[src/rtl/hex_raster_pkg.sv]
// Shared types for the hexagonal rasterizer render path: Q16.16 scalars,
// cube coordinates, batch scheduler states and a tag-width helper.
package hex_raster_pkg;

  typedef logic signed [31:0] q16_t;

  typedef struct packed {
    q16_t q;
    q16_t r;
    q16_t s;
  } hexcoord_q16_t;

  typedef enum logic [1:0] {
    IDLE  = 2'd0,
    FILL  = 2'd1,
    ISSUE = 2'd2
  } sched_state_t;

  localparam q16_t ROUND_HALF = 32'sh8000;

  // Index width for n requesters, never narrower than one bit.
  function automatic int tag_width(input int n);
    return (n > 1) ? $clog2(n) : 1;
  endfunction

endpackage

[src/rtl/hex_batch_scheduler_rr_arbiter.sv]
// Round-robin arbiter: picks the lowest requesting index at or after the
// pointer (wrapping), returns it one-hot and as an index, and advances the
// pointer to winner+1 when the grant is consumed.
module rr_arbiter
  import hex_raster_pkg::*;
#(
  parameter  int NREQ = 4,
  localparam int PW   = tag_width(NREQ)
) (
  input  logic            clk,
  input  logic            reset_n,
  input  logic [NREQ-1:0] i_req,
  input  logic            i_advance,
  output logic [NREQ-1:0] o_grant,
  output logic [PW-1:0]   o_winner,
  output logic            o_valid
);

  logic [PW-1:0] r_ptr;

  // Search from the pointer upward with wrap; first hit wins.
  always_comb begin
    logic [PW-1:0] w_idx;
    w_idx    = '0;
    o_grant  = '0;
    o_winner = '0;
    o_valid  = 1'b0;
    for (int k = 0; k < NREQ; k++) begin
      w_idx = PW'((int'(r_ptr) + k) % NREQ);
      if (!o_valid && i_req[w_idx]) begin
        o_valid         = 1'b1;
        o_winner        = w_idx;
        o_grant[w_idx]  = 1'b1;
      end
    end
  end

  // Pointer moves past the winner only on a consumed grant.
  always_ff @(posedge clk or negedge reset_n) begin
    if (!reset_n) begin
      r_ptr <= '0;
    end else if (i_advance && o_valid) begin
      r_ptr <= (o_winner == PW'(NREQ - 1)) ? '0 : o_winner + 1'b1;
    end
  end

endmodule

[src/rtl/hex_batch_scheduler.sv]
// Batch scheduler feeding the BATCH-lane hexagonal rasterizer. Accepts one
// coordinate per cycle from NREQ requesters, packs lanes, fires on full,
// timeout or flush, and aligns mask/tags with the rasterizer result.
// Optional perf counters are built when HEX_SCHED_PERF_EN is defined.
//
//  state | meaning
//  IDLE  | no lanes loaded, granting
//  FILL  | partial batch, granting, timer running
//  ISSUE | one-cycle fire strobe, no grants, lanes clear at end
module hex_batch_scheduler
  import hex_raster_pkg::*;
#(
  parameter  int BATCH    = 10,
  parameter  int NREQ     = 4,
  parameter  int TIMEOUT  = 16,
  parameter  int RAST_LAT = 1,
  localparam int TW       = tag_width(NREQ)
) (
  input  logic             clk,
  input  logic             reset_n,
  input  logic [NREQ-1:0]  req_valid,
  output logic [NREQ-1:0]  req_ready,
  input  q16_t             req_q_f [NREQ],
  input  q16_t             req_r_f [NREQ],
  input  q16_t             req_s_f [NREQ],
  input  logic             flush,
  output logic             rast_valid_in,
  output q16_t             rast_q_f [BATCH],
  output q16_t             rast_r_f [BATCH],
  output q16_t             rast_s_f [BATCH],
  output logic             res_valid,
  output logic [BATCH-1:0] res_mask,
  output logic [TW-1:0]    res_tag [BATCH],
  output logic             busy
`ifdef HEX_SCHED_PERF_EN
  ,
  output logic [31:0]      perf_batches,
  output logic [31:0]      perf_partial,
  output logic [31:0]      perf_stall
`endif
);

  localparam int CW  = $clog2(BATCH + 1);
  localparam int TMW = $clog2(TIMEOUT + 1);

  localparam logic [1:0] S_IDLE  = IDLE;
  localparam logic [1:0] S_FILL  = FILL;
  localparam logic [1:0] S_ISSUE = ISSUE;

  logic [1:0]       r_state;
  logic [CW-1:0]    r_count;
  logic [TMW-1:0]   r_timer;
  hexcoord_q16_t    r_lane [BATCH];
  logic [TW-1:0]    r_tag  [BATCH];
  logic [BATCH-1:0] r_mask;

  logic             r_pv    [RAST_LAT];
  logic [BATCH-1:0] r_pmask [RAST_LAT];
  logic [TW-1:0]    r_ptag  [RAST_LAT][BATCH];

  logic             w_can_grant;
  logic [NREQ-1:0]  w_req;
  logic [NREQ-1:0]  w_grant;
  logic [TW-1:0]    w_winner;
  logic             w_accept;
  logic             w_issue;
  logic             w_last_lane;
  logic             w_timeout;

  assign w_can_grant = (r_state == S_IDLE) || (r_state == S_FILL);
  assign w_req       = req_valid & {NREQ{w_can_grant}};
  assign w_issue     = (r_state == S_ISSUE);
  assign w_last_lane = w_accept && (r_count == CW'(BATCH - 1));
  assign w_timeout   = (r_timer == TMW'(TIMEOUT - 1));

  rr_arbiter #(.NREQ(NREQ)) u_arb (
    .clk       (clk),
    .reset_n   (reset_n),
    .i_req     (w_req),
    .i_advance (1'b1),
    .o_grant   (w_grant),
    .o_winner  (w_winner),
    .o_valid   (w_accept)
  );

  assign req_ready     = w_grant;
  assign rast_valid_in = w_issue;
  assign busy          = (r_state != S_IDLE);

  // Sequencing: an accept opens a batch; full, timeout or flush closes it.
  always_ff @(posedge clk or negedge reset_n) begin
    if (!reset_n) begin
      r_state <= S_IDLE;
      r_timer <= '0;
    end else begin
      case (r_state)
        S_IDLE: begin
          if (w_accept) begin
            r_state <= (BATCH == 1) ? S_ISSUE : S_FILL;
            r_timer <= '0;
          end
        end
        S_FILL: begin
          r_timer <= r_timer + 1'b1;
          if (w_last_lane || w_timeout || flush) r_state <= S_ISSUE;
        end
        S_ISSUE: r_state <= S_IDLE;
        default: r_state <= S_IDLE;
      endcase
    end
  end

  // Lane packing: accepted coordinate lands in lane[count]; ISSUE empties all.
  always_ff @(posedge clk or negedge reset_n) begin
    if (!reset_n) begin
      r_count <= '0;
      r_mask  <= '0;
      for (int i = 0; i < BATCH; i++) begin
        r_lane[i] <= '0;
        r_tag[i]  <= '0;
      end
    end else if (w_issue) begin
      r_count <= '0;
      r_mask  <= '0;
      for (int i = 0; i < BATCH; i++) begin
        r_lane[i] <= '0;
        r_tag[i]  <= '0;
      end
    end else if (w_accept) begin
      r_count <= r_count + 1'b1;
      for (int i = 0; i < BATCH; i++) begin
        if (r_count == CW'(i)) begin
          r_lane[i] <= {req_q_f[w_winner], req_r_f[w_winner], req_s_f[w_winner]};
          r_tag[i]  <= w_winner;
          r_mask[i] <= 1'b1;
        end
      end
    end
  end

  // Lane data is only presented during the fire strobe.
  always_comb begin
    for (int i = 0; i < BATCH; i++) begin
      rast_q_f[i] = w_issue ? r_lane[i].q : '0;
      rast_r_f[i] = w_issue ? r_lane[i].r : '0;
      rast_s_f[i] = w_issue ? r_lane[i].s : '0;
    end
  end

  // Sideband pipeline matching rasterizer latency; zero outside valid slots.
  always_ff @(posedge clk or negedge reset_n) begin
    if (!reset_n) begin
      for (int s = 0; s < RAST_LAT; s++) begin
        r_pv[s]    <= 1'b0;
        r_pmask[s] <= '0;
        for (int l = 0; l < BATCH; l++) r_ptag[s][l] <= '0;
      end
    end else begin
      r_pv[0]    <= w_issue;
      r_pmask[0] <= w_issue ? r_mask : '0;
      for (int l = 0; l < BATCH; l++) r_ptag[0][l] <= w_issue ? r_tag[l] : '0;
      for (int s = 1; s < RAST_LAT; s++) begin
        r_pv[s]    <= r_pv[s-1];
        r_pmask[s] <= r_pmask[s-1];
        for (int l = 0; l < BATCH; l++) r_ptag[s][l] <= r_ptag[s-1][l];
      end
    end
  end

  assign res_valid = r_pv[RAST_LAT-1];
  assign res_mask  = r_pmask[RAST_LAT-1];
  assign res_tag   = r_ptag[RAST_LAT-1];

`ifdef HEX_SCHED_PERF_EN
  logic [31:0] r_perf_batches;
  logic [31:0] r_perf_partial;
  logic [31:0] r_perf_stall;

  // Free-running wrap-around event counters.
  always_ff @(posedge clk or negedge reset_n) begin
    if (!reset_n) begin
      r_perf_batches <= '0;
      r_perf_partial <= '0;
      r_perf_stall   <= '0;
    end else begin
      if (w_issue) r_perf_batches <= r_perf_batches + 32'd1;
      if (w_issue && (r_count != CW'(BATCH))) r_perf_partial <= r_perf_partial + 32'd1;
      if ((|req_valid) && !w_accept) r_perf_stall <= r_perf_stall + 32'd1;
    end
  end

  assign perf_batches = r_perf_batches;
  assign perf_partial = r_perf_partial;
  assign perf_stall   = r_perf_stall;
`endif

endmodule

[config.mk]
export PLATFORM = sky130hd
export DESIGN_NAME = hex_batch_scheduler
export DESIGN_NICKNAME = d
export VERILOG_FILES = /design/src/rtl/hex_raster_pkg.sv /design/src/rtl/hex_batch_scheduler_rr_arbiter.sv /design/src/rtl/hex_batch_scheduler.sv
export SDC_FILE = /design/constraint.sdc
export NUM_CORES = 2
export LEC_CHECK = 0
export CORE_AREA = 2 2 548 550
export CTS_CLUSTER_DIAMETER = 60
export DETAILED_ROUTE_END_ITERATION = 12
export DIE_AREA = 0 0 550 552
export SYNTH_ARGS = -nofsm -noshare
export SYNTH_HDL_FRONTEND = slang
export SYNTH_HIERARCHICAL = 1
export SYNTH_SLANG_ARGS = --single-unit
export TNS_END_PERCENT = 30
[constraint.sdc]
create_clock -name clk -period 5.8 [get_ports clk]
set_clock_uncertainty 0.05 [all_clocks]
set_input_delay 0.58 -clock clk [delete_from_list [all_inputs] [get_ports clk]]
set_output_delay 0.58 -clock clk [all_outputs]
set_load 0.01 [all_outputs]
After elaboration in Yosys (flattened, before gate mapping)
Index checks and enable logic that the tools add are counted.

operators by class
  $add $sub $neg = 6
  $lt $le $gt $ge = 9
  equal/unequal tests = 15
  multiplexer cells = 122
  bitwise operators = 5
  reduce and logical (&&, ||, !) cells = 41

operator list
  cell                                                         count
  2-to-1 mux 960 bit                                           2
  2-to-1 mux 32 bit                                            36
  2-to-1 mux 96 bit                                            10
  binary-select mux 32 bit (select 2 bit)                      3
  2-to-1 mux 2 bit                                             27
  2-to-1 mux 20 bit                                            2
  2-to-1 mux 10 bit                                            3
  nonzero test 2 bit                                           13
  2-to-1 mux 4 bit                                             6
  AND reduction 2 bit                                          12
  2-to-1 mux 1 bit                                             22
  == test 4 x 3 -> 1 bit (second input constant)               4
  less-than comparator 2 x 3 -> 1 bit (second input constant)  4
  OR 4 bit                                                     3
  one-hot mux 5 bit (2 select lines)                           1
  binary-select mux 1 bit (select 2 bit)                       4
  demux 1 bit (select 2 bit)                                   4
  == test 4 x 2 -> 1 bit (second input constant)               2
  == test 4 bit (second input constant)                        2
  >= comparator 2 x 1 -> 1 bit (second input constant)         4
  logical AND 1 bit                                            8
  adder 5 x 1 -> 5 bit (second input constant)                 1
  == test 5 x 4 -> 1 bit (second input constant)               1
  2-to-1 mux 5 bit                                             1
  16 further kinds                                             23

word-level totals
  register bits after elaboration = 1034
  input bits = 391

Logic depth before layout (Yosys ltp)
  depth after elaboration = 22
  depth in mapped cells = 14
  mapped depth without buffers = 8

Hierarchy
The synthesis kept the hierarchy.

modules (own cells, without submodules)
  module               instances  cells an instance  area each (um^2)  sequential area each (um^2)
  hex_batch_scheduler  1          3673               45900.3           25824.8
  rr_arbiter           1          56                 519.2             50.0

Least setup slack after synthesis
No wires, ideal clock.

  path kind = reg-to-reg
  start point = register (tool-made name)
  end point = register r_lane[100] in the netlist's numbering
  setup time = 0.121 ns
  data arrival time = 3.276 ns
  required time = 5.629 ns
  setup slack = 2.353 ns
  cell stages (with the launch flop) = 14
  clock period less this slack = 3.447 ns
  cells stage by stage = dfrtp_1 > buf_6 > inv_1 > ha_1 > mux4_2 > nor2b_1 > o21ai_0 > nand2_1 > clkbuf_1 > buf_6 > buf_6 > mux4_2 > buf_2 > a22o_1

RTL lines
  element                          line                        source
  to (signal, indexed assignment)  hex_batch_scheduler.sv:133  r_lane[i] <= {req_q_f[w_winner], req_r_f[w_winner], req_s_f[w_winner]};
  to (decl)                        hex_batch_scheduler.sv:53   hexcoord_q16_t r_lane [BATCH];

==> run_results.csv <==
group,metric,value,unit
critical_path,critPathArrivalTime,5.35,ns
finish,nNetsFinal,5315,
sta,rsz0062_at_grt,"false",
clock_network,cts.clk_slew.worst_paths,0.06,ns
synthesis,synth_seq_area_share,55.7,%
synthesis,syn_area_per_cell,12.4,um^2
routing,dr.pass1.iters,5,
finish,final_util,23.1,%
placement,gp_routability_congestion,0.873,
floorplanning,core_area,298000,um^2
power,p_seq_share,28.6,%
clock_network,cts.sinks,1034,
synthesis,synth_most_common_cell,"dfrtp_1",
finish,syn_to_final_growth,48.7,%
synthesis,synth.area.top_cells,"dfrtp_1 (56%), a22o_1 (18%), and2_1 (13%)",
power,max-vdd-ir-drop,0.000610,V
routing,drt-total-wl,254,mm
floorplanning,io_pins,1388,
synthesis,ys_types,48,
synthesis,synth_top_area_share,55.7,%
grt,grt_pass1_wl,340,mm
floorplanning,die_y,552,um
synthesis,synth_top_area_cell,"dfrtp_1",
critical_path,cp-end-kind,"flop",
grt,track_usage,16.0,%
synthesis,synthArstFlopShare,100,%
critical_path,cp.required,6.42,ns
clock_network,clk_path_buf_depth,4,
power,clockPowerShare,20.8,%
sta,setup_tns,0,ns
synthesis,postSynthCellCount,3729,
min_path,hold_class,"input pin to async pin",
critical_path,r2r_setup_slack,1.07,ns
synthesis,yosysWarnings,6,
clock_network,cts_made_buffers,136,
power,power.internal,22.0,mW
routing,ant_nets,0,
power,power_switching_share,46.0,%
sta,drv_slew,0,
sta,finalCriticalPeriod,4.73,ns
power,combinationalPowerShare,50.7,%
sta,hold_viol,0,
floorplanning,rows,201,
floorplanning,initial_core_util,15.6,%
routing,viasPerCell,4.29,
grt,antenna_found_initial,52,
clock_network,clk_latency,0.81,ns
synthesis,ys.flop_type,"dfrtp_1",
placement,hpwl,183,mm
grt,grt_max_degree,201,
sta,slew_headroom,26.1,%
synthesis,synth-seq-cells,1034,
sta,fmax,211,MHz
placement,dpl-instance-area,64500,um^2
clock_network,cts_setup_buffers,0,
finish,drive_above_1_share,9.02,%
routing,wl_per_cell,28.2,um
clock_network,h-tree-depth,4,
sta,tightest_slew,1.11,ns
routing,drc_errors,0,
synthesis,synthesis.area,46400,um^2
job,drv_cap,0,
clock_network,cts_root_buf,"clkbuf_16",
critical_path,r2r_cells,10,
critical_path,crit_type,"flop to flop",
power,p_switching,18.8,mW
synthesis,synth_edf_count,0,
routing,drt_iter0_markers,3603,
clock_network,cts_tree,"done",
finish,postLayoutCellArea,69000,um^2
sta,finalCritPeriodShare,81.6,%
sta,hold_ws,0.362,ns
routing,routed-via-count,38623,
sta,final-setup-viol-count,0,
grt,gr-total-overflow,0,
critical_path,r2r-end,"r_lane[678]",
critical_path,critical_path.max_fanout,18,
placement,port_buffers,1387,
finish,fillers,31522,
critical_path,critPathLaunchType,"flop",
power,leakage,29.1,nW
power,pwr_density_cell,590,nW/um^2
floorplanning,die_x,550,um
synthesis,synth_common_cells,"dfrtp_1 (1,034), and2_1 (990), a22o_1 (962)",
floorplanning,dieArea,304000,um^2
grt,grt_pass1_vias,39434,
outcome,outcome,"finished clean",
[registers in the layout, indices dropped and copies added (netlist names), named ones only]
name / count
res_tag: 20
res_valid: 1
r_tag: 20
r_lane: 960
r_timer: 5
res_mask: 10
r_mask: 10
u_arb/r_ptr: 1
r_state: 2
r_count: 4
[what timing repair did]
item,in CTS,in global routing
hold buffers,1,0
endpoints found under the hold margin,46,0
gates resized for setup,0,0
[per-layer routing]
metal	up-vias	GRT usage, %	share of wire, %
li1	15724	-	-
met1	19999	18.9	39
met2	2403	25.9	46
met3	477	5.04	9.6
met4	20	7.88	5.2
met5	-	0	0.050
[cell usage in the layout, fill, tap and decap left out, types with 3 or more instances in the layout]
master | synthesis | final
nor2b_1 | 16 | 6
and2_1 | 990 | 990
dfrtp_1 | 1034 | 1034
buf_12 | 0 | 51
clkbuf_16 | 0 | 137
bufinv_16 | 0 | 6
mux2i_1 | 24 | 24
clkinv_2 | 0 | 13
clkbuf_1 | 168 | 29
ha_1 | 12 | 12
nand2_1 | 11 | 10
a21oi_1 | 8 | 8
nor2_1 | 39 | 38
nor2_4 | 6 | 12
clkdlybuf4s50_1 | 0 | 1386
inv_8 | 0 | 7
inv_6 | 0 | 8
clkinvlp_4 | 0 | 4
conb_1 | 1 | 3
mux4_2 | 99 | 99
clkinv_4 | 0 | 4
clkbuf_8 | 0 | 22
nand4b_2 | 3 | 3
a22oi_1 | 8 | 8
inv_1 | 13 | 13
nor2b_4 | 0 | 10
clkinv_8 | 0 | 4
a22o_1 | 962 | 962
diode_2 | 0 | 31
o21ai_0 | 8 | 8
buf_4 | 57 | 60
[cell families (layout without fill, tap and decap cells)]
family	after synthesis	after routing	synth area share [%]
multiplexers	126	126	5.43
XOR/XNOR	4	4	0.0755
buffers and inverters	469	1749	5.17
AO/OA/AOI/OAI	997	997	18.6
adder cells (fa/ha/maj)	12	12	0.323
other	1	34	0.00808
flip-flops	1034	1034	55.7
AND/OR/NAND/NOR	1086	1086	14.6
[final cells by class]
cell class                 count  area (um^2)  share of cell area, %
sequential                  1034        25900                   37.5
multi-input combinational   2228        18300                   26.5
timing repair buffer        1499        15400                   22.3
tap                         3958         4950                   7.17
clock buffer                 188         3840                   5.56
clock inverter                49          604                  0.875
antenna                       31         77.6                  0.112
inverter                      13         48.8                 0.0707
[through the flow]
stage	cells	power, mW	worst slack, ns
2_1_floorplan	3731	22.5	2.35
3_3_place_gp	8731	32.0	1.13
3_5_place_dp	8731	32.3	1.04
4_1_cts	8969	41.0	1.07
5_1_grt	8975	42.3	0.805
6_report	9000	40.8	1.07
[worst max-delay path, stage by stage, from the launching register on]
cell and delay, ns:
dfrtp_1 0.69, inv_1 0.23, ha_1 0.40, mux4_2 0.41
nor2b_1 0.39, o21ai_0 0.32, nand2_4 0.21, buf_12 0.30
buf_4 0.42, mux4_2 0.81, a22o_1 0.30
[worst max-delay path by stage]
stage | startpoint | end | slack, ns | cells after the start
2_1_floorplan | flop | r_lane[100] | 2.35 | 13
3_3_place_gp | req_valid[3] | r_lane[104] | 1.13 | 10
3_5_place_dp | req_valid[2] | r_lane[482] | 1.04 | 10
4_1_cts | flop | r_lane[482] | 1.07 | 10
5_1_grt | flop | r_lane[639] | 0.80 | 10
6_report | flop | r_lane[678] | 1.07 | 10
[power by group through the flow]
stage | clock [mW] | sequential, mW | combinational [mW]
after CTS | 8.66 | 11.6 | 20.7
after floorplan | 0 | 10.9 | 11.6
after detailed placement | 0 | 11.6 | 20.7
after global routing | 8.92 | 11.9 | 21.5
after global placement | 0 | 11.6 | 20.4
final | 8.46 | 11.7 | 20.6
Power figures use the tool's default switching activity.
